===== src/rtl/req_traffic_gen.sv =====
// Request-channel traffic generator: a programmed number of beats separated by idle gaps,
// with VALID_READY or READY_VALID ordering. Define REQ_GEN_LFSR_EN for LFSR payload data.
module req_traffic_gen #(
  parameter int          DATA_SIZE = 16,
  parameter              CNFG      = "VALID_READY",
  parameter int          MAX_REQ   = 255,
  parameter int          MAX_GAP   = 15,
  parameter logic [15:0] SEED      = 16'hACE1,
  localparam int         B_REQ     = $clog2(MAX_REQ + 1),
  localparam int         B_GAP     = $clog2(MAX_GAP + 1)
) (
  input  logic                 clk_i,
  input  logic                 rst_i,
  input  logic                 en_i,
  input  logic [B_REQ-1:0]     num_req_i,
  input  logic [B_GAP-1:0]     gap_i,
  output logic                 req_valid_o,
  output logic [DATA_SIZE-1:0] req_data_o,
  input  logic                 req_ready_i,
  output logic                 done_o,
  output logic [B_REQ-1:0]     sent_count_o
);

  localparam bit IS_RV = (CNFG == "READY_VALID");
  localparam bit IS_VR = (CNFG == "VALID_READY");

`ifdef REQ_GEN_LFSR_EN
  localparam bit LFSR_ON = 1'b1;
`else
  localparam bit LFSR_ON = 1'b0;
`endif

  if (!IS_RV && !IS_VR) begin : g_bad_cnfg
    $error("req_traffic_gen: CNFG must be \"VALID_READY\" or \"READY_VALID\"");
  end

  if (LFSR_ON && ((SEED == 16'h0000) || (DATA_SIZE != 16))) begin : g_bad_lfsr
    $error("req_traffic_gen: LFSR payload needs a non-zero SEED and DATA_SIZE of 16");
  end

  typedef enum logic [1:0] {
    IDLE  = 2'd0,
    OFFER = 2'd1,
    GAP   = 2'd2,
    DONE  = 2'd3
  } state_t;

  state_t                 state_q, state_d;
  logic [B_REQ-1:0]       num_q, num_d;
  logic [B_GAP-1:0]       gap_q, gap_d;
  logic [B_GAP-1:0]       gapCnt_q, gapCnt_d;
  logic [B_REQ-1:0]       count_q, count_d;
  logic [DATA_SIZE-1:0]   data_q, data_d;
  logic                   valid_q, valid_d;

  logic [DATA_SIZE-1:0]   dataStart;
  logic [DATA_SIZE-1:0]   dataNext;
  logic [B_REQ-1:0]       countInc;
  logic                   xfer;

`ifdef REQ_GEN_LFSR_EN
  // Galois right-shift LFSR, x^16+x^14+x^13+x^11+1; steps only on a transfer.
  assign dataStart = DATA_SIZE'(SEED);
  assign dataNext  = data_q[0] ? ((data_q >> 1) ^ DATA_SIZE'(16'hB400)) : (data_q >> 1);
`else
  assign dataStart = '0;
  assign dataNext  = data_q + DATA_SIZE'(1);
`endif

  // READY_VALID offers only while ready is high, so valid is never raised against a low ready.
  assign req_valid_o  = IS_RV ? ((state_q == OFFER) && req_ready_i) : valid_q;
  assign req_data_o   = (state_q == IDLE) ? '0 : data_q;
  assign done_o       = (state_q == DONE);
  assign sent_count_o = count_q;

  assign xfer     = req_valid_o && req_ready_i;
  assign countInc = count_q + B_REQ'(1);

  always_ff @(posedge clk_i or posedge rst_i) begin
    if (rst_i) begin
      state_q  <= IDLE;
      num_q    <= '0;
      gap_q    <= '0;
      gapCnt_q <= '0;
      count_q  <= '0;
      data_q   <= '0;
      valid_q  <= 1'b0;
    end else begin
      state_q  <= state_d;
      num_q    <= num_d;
      gap_q    <= gap_d;
      gapCnt_q <= gapCnt_d;
      count_q  <= count_d;
      data_q   <= data_d;
      valid_q  <= valid_d;
    end
  end

  always_comb begin
    state_d  = state_q;
    num_d    = num_q;
    gap_d    = gap_q;
    gapCnt_d = gapCnt_q;
    count_d  = count_q;
    data_d   = data_q;

    case (state_q)
      IDLE: begin
        if (en_i) begin
          count_d = '0;
          if (num_req_i != '0) begin
            num_d   = num_req_i;
            gap_d   = gap_i;
            data_d  = dataStart;
            state_d = OFFER;
          end else begin
            state_d = DONE;
          end
        end
      end

      // A VALID_READY offer cannot be withdrawn, so an abort waits for the pending beat.
      OFFER: begin
        if (xfer) begin
          count_d = countInc;
          data_d  = dataNext;
          if (!en_i) begin
            state_d = IDLE;
          end else if (countInc == num_q) begin
            state_d = DONE;
          end else if (gap_q != '0) begin
            state_d  = GAP;
            gapCnt_d = gap_q;
          end
        end else if (!en_i && IS_RV) begin
          state_d = IDLE;
        end
      end

      GAP: begin
        gapCnt_d = gapCnt_q - B_GAP'(1);
        if (!en_i) begin
          state_d = IDLE;
        end else if (gapCnt_q == B_GAP'(1)) begin
          state_d = OFFER;
        end
      end

      DONE: begin
        if (!en_i) begin
          state_d = IDLE;
        end
      end

      default: state_d = IDLE;
    endcase

    valid_d = (state_d == OFFER) && !IS_RV;
  end

endmodule


===== config.mk =====
export PLATFORM = sky130hd
export DESIGN_NAME = req_traffic_gen
export DESIGN_NICKNAME = d
export VERILOG_FILES = /design/src/rtl/req_traffic_gen.sv
export SDC_FILE = /design/constraint.sdc
export NUM_CORES = 1
export LEC_CHECK = 0
export CAP_MARGIN = 0
export CORE_ASPECT_RATIO = 1.5
export CORE_MARGIN = 10
export CORE_UTILIZATION = 30
export CTS_CLUSTER_DIAMETER = 30
export DETAILED_ROUTE_END_ITERATION = 10
export PLACE_DENSITY = 0.47
export SETUP_SLACK_MARGIN = 0.1
export SYNTH_ARGS = -nofsm -noshare
export SYNTH_HDL_FRONTEND = slang
export SYNTH_SLANG_ARGS = --single-unit
export TNS_END_PERCENT = 100

===== constraint.sdc =====
create_clock -name clk_i -period 2.5 [get_ports clk_i]
set_input_delay 0.25 -clock clk_i [delete_from_list [all_inputs] [get_ports clk_i]]
set_output_delay 0.25 -clock clk_i [all_outputs]
set_load 0.03 [all_outputs]

== Word-level counts from Yosys, hierarchy flattened ==
Cells that the tools add are included.
Storage, ports and cells
  bits in registers: 43
  bits of input ports: 16
  output and inout bits: 26
  word-level logic and storage cells: 55
Operators by class
  $add $sub $neg: 3
  equal/unequal tests: 12
  multiplexer cells: 23
  reductions and logical operators: 10
Operators with widths (count)
  $mux 16: 4
  $pmux 16 s2: 1
  $mux 2: 9
  $add 16x1->16 const B: 1
  $mux 4: 4
  $mux 8: 2
  $pmux 8 s2: 1
  $add 8x1->8 const B: 1
  $eq 8x8->1: 1
  $ne 2x2->1 const B: 4
  $pmux 2 s4: 1
  $pmux 4 s2: 1
  $reduce_bool 8->1: 1
  $reduce_and 3->1: 2
  $reduce_and 5->1: 1
  $eq 2x1->1 const B: 2
  $eq 2x2->1 const B: 2
  $eq 4x1->1 const B: 1
  $ne 2x1->1 const B: 2
  $reduce_and 4->1: 1
  $reduce_bool 2->1: 2
  $reduce_bool 4->1: 1
  $sub 4x1->4 const B: 1
  $logic_not 2->1: 1
  $logic_and 1x1->1: 1

== Longest topological paths before layout ==
  word-level depth: 7
  mapped depth: 9
  mapped depth without buffers: 8

== Worst setup path after synthesis ==
OpenSTA, ideal clock, no wires.
  path type: register to register
  from: reg count_q[0], in the netlist sent_count_o[0]
  to: reg gapCnt_q[3]
  data arrival time: 2.097 ns
  required time: 2.374 ns
  slack: 0.277 ns
  cell stages (with the launch flop): 8
  buffers on the path: 0
  period minus slack after synthesis: 2.223 ns
  cell sequence: dfrtp_1 -> ha_1 -> and2_2 -> a211o_1 -> a31o_2 -> nand4_1 -> o21ai_0 -> a221o_1
Between the ends
  longest elaborated chain between the ends: 4
RTL lines
  from (decl): RTL line 52  | logic [B_REQ-1:0] count_q, count_d;
  from (signal assigned): RTL line 93  | count_q <= count_d;
  $add 8x1->8: RTL line 77  | assign countInc = count_q + B_REQ'(1);
  $eq 8x8->1: RTL line 129  | end else if (countInc == num_q) begin
  $ne 2x2->1 (no source line)
  $reduce_and 5->1 (no source line)
  to (signal assigned): RTL line 92  | gapCnt_q <= gapCnt_d;
  to (decl): RTL line 51  | logic [B_GAP-1:0] gapCnt_q, gapCnt_d;
Every way passes these cells.
A chain may end at the register's enable or synchronous reset.

== Worst setup path after layout ==
Ends and elaborated chain as after synthesis.

==> summary.txt <==
Status
  – Status: finished clean

Route
  – Routed length per instance: 15.40 um
  – DR iter-0 viols: 70
  – Vias per Instance: 4.898
  – DR pass1 iterations: 4
  – DRC: 0
  – WL final: 6205 um
  – Via Count: 1974
  – Final ANT Viol Nets: 0

Worst hold path
  – Worst min path class: input pin to async pin

Synthesis
  – Biggest area consumer among synthesized cells: dfrtp_1
  – Most common cell in the netlist: dfrtp_1
  – Avg Inst Size Synth: 9.357 um^2
  – Async SR Flop Fraction: 100.0%
  – Yosys reg bits: 43
  – Syn_nets: 277
  – Top_reg_cell synth: dfrtp_1
  – Largest cells by area after synthesis: dfrtp_1 45%, mux2_2 5.2%, nor2b_1 4.7%, o21ai_0 4.4%, nor2_1 4.1%
  – Yosys warns: 0
  – Mapped cell area: 0.002405 mm^2
  – Synth top area share: 44.75%
  – Post-synth EDFFs: 0
  – Cells after Synth: 257
  – Top cells by count, synth: 43 x dfrtp_1, 26 x nor2_1, 23 x nand2_1
  – Seq/Total Area, Yosys: 44.75%
  – Cell variety after synth: 47

Layout
  – N_diodes: 0
  – Register area: 0.001077 mm^2
  – Final nets: 320
  – Layout cells sized above 1: 12.62%
  – Fin util: 40.15%
  – Design Area, Final: 0.003095 mm^2
  – Filler instances: 840
  – Non-filler cells, final: 403
  – Area Overhead vs Synth: 28.72%
  – Multi-input gate area: 0.001252 mm^2

Critical path
  – WP data arrival: 2.44 ns
  – Reg2reg end: gapCnt_q[3]
  – Critical path endpoint category: flip-flop
  – Slowest library cell on the worst path: dfrtp_2
  – Biggest cell delay along the critical path: 0.46 ns
  – Worst path required time: 2.67 ns
  – Critical path type: flip-flop to flip-flop
  – Worst R2R Setup Slack: 0.23 ns
  – CP max FO: 7
  – Element type at the critical path start: flip-flop
  – CP cell instances: ha_1 > and2_2 > a211o_1 > a31o_2 > nand4_1 > o21ai_0 > a221o_1
  – Worst reg2reg path depth: 7
  – Reg-to-reg startpoint: sent_count_o[0]

Die
  – Die X-Extent: 93.10 um
  – Die H: 129.7 um
  – I/O pin count: 42
  – Num rows: 39
  – Die area: 0.01207 mm^2
  – Initial Util: 31.19%
  – Core Region: 0.007710 mm^2

Timing
  – Setup TNS: 0 ns
  – Setup violators final: 0
  – Endpoints failing hold: 0
  – RSZ-0062 raised after global routing: false
  – Fin crit share: 90.76%
  – Rel. slew slack: 55.78%
  – Hold Slack: 0.4131 ns
  – Layout Skew: 0.005509 ns
  – Final Critical Period: 2.269 ns
  – FMAX: 440.7 MHz
  – Max Slew Vio Count: 0
  – Worst slew pin tran: 0.6634 ns

CTS
  – CTS Hold Bufs: 0
  – H-tree lvl count: 2
  – CTS buffer count: 5
  – Worst-Skew Late Latency: 0.29 ns
  – Worst-path clk slew: 0.07 ns
  – Root Buffer: clkbuf_16
  – CTS Buffer Depth: 2
  – CTS sink cnt: 43
  – TritonCTS clock tree: done

GRT
  – Number of global-route vias before repair: 2179
  – Largest net degree at the start of global routing: 44
  – Total gr overflow: 0
  – Global Route Usage Sum: 10.99%
  – Initial antenna violation count: 0
  – First-pass GRT wire length: 10810 um

Pwr
  – Peak supply drop: 0.3759 mV
  – Pleak: 0.001269 uW
  – P per Cell Area: 890.1 mW/mm^2

Flow run
  – Max Cap Viol: 0

Place
  – PortBufs: 41
  – Final HPWL DP: 4554 um
  – Placed Instances: 395
  – Placed Area: 0.002949 mm^2
  – GP Congestion: 0.7709
[final cells by class]
| cell class | count | share of cell area [%] |
|---|---|---|
| inverter | 8 | 0.9701 |
| clock buffer | 5 | 4.042 |
| timing repair buffer | 48 | 14.96 |
| tap | 102 | 4.123 |
| clock inverter | 3 | 0.6467 |
| multi-input combinational | 194 | 40.46 |
| sequential | 43 | 34.80 |
[power breakdown]
group	switching, uW	leakage [uW]	internal [uW]
Sequential	192	0.000555	880
Combinational	545	0.000648	480
Clock	290	0.0000658	369
[layer usage]
layer,part of all wire [%],global-route usage [%],routed length (um),vias up
li1,-,-,-,979
met1,44,12.37,2721,950
met2,50,19.61,3120,39
met3,4.7,3.237,290,6
met4,1.2,3.005,73,0
met5,0,0,0,-
[worst max path at each step]
stage | slack [ns] | from | cells past startpoint | to
floorplan | 0.28 | sent_count_o[0] | 7 | gapCnt_q[3]
global placement | 0.22 | sent_count_o[0] | 7 | gapCnt_q[3]
detailed placement | 0.20 | sent_count_o[0] | 7 | gapCnt_q[3]
CTS | 0.19 | sent_count_o[0] | 7 | gapCnt_q[3]
global route | 0.12 | sent_count_o[0] | 7 | gapCnt_q[3]
finish | 0.23 | sent_count_o[0] | 7 | gapCnt_q[3]
[cell usage in the layout, fill, tap and decap left out, types with 8 or more instances in the layout]
cell / n
xnor2_1: 9
clkdlybuf4s50_1: 41
a21oi_1: 8
mux2_2: 11
nor2b_1: 18
dfrtp_1: 42
nand2_1: 23
xor2_1: 11
nor2_1: 26
o21ai_0: 21
[what timing repair did]
action / CTS / global route
setup endpoints to repair: 0 / 2
buffers inserted: 0 / 0
gates resized for setup: 0 / 1
[state kept, by name, summed over array words and instances, names as in the netlist]
name,cells
data_q,16
num_q,8
sent_count_o,8
gapCnt_q,4
gap_q,4
state_q,2
req_valid_o,1
[critical path, delay by kind of cell (launching register included)]
kind | cells | cell delay (ns)
compound gates | 4 | 1.06
fa+ha+maj | 1 | 0.26
flops | 1 | 0.46
simple gates | 2 | 0.36
[kinds of logic after synthesis]
logic type | count (synthesis) | synth area share (%)
XOR/XNOR | 20 | 7.284
AND/OR/NAND/NOR | 108 | 23.72
adder cells (fa/ha/maj) | 4 | 2.081
AO/OA/AOI/OAI | 51 | 13.84
buffers and inverters | 20 | 3.174
multiplexers | 11 | 5.151
flip-flops | 43 | 44.74
[per-stage QoR]
stage,setup slack (ns),power (uW)
after global routing,0.1204,2966
final,0.2310,2755
after detailed placement,0.1992,2126
after floorplan,0.2766,1773
after CTS,0.1930,2791
after global placement,0.2177,2118
No activity file was read; power rests on OpenSTA's default activity.
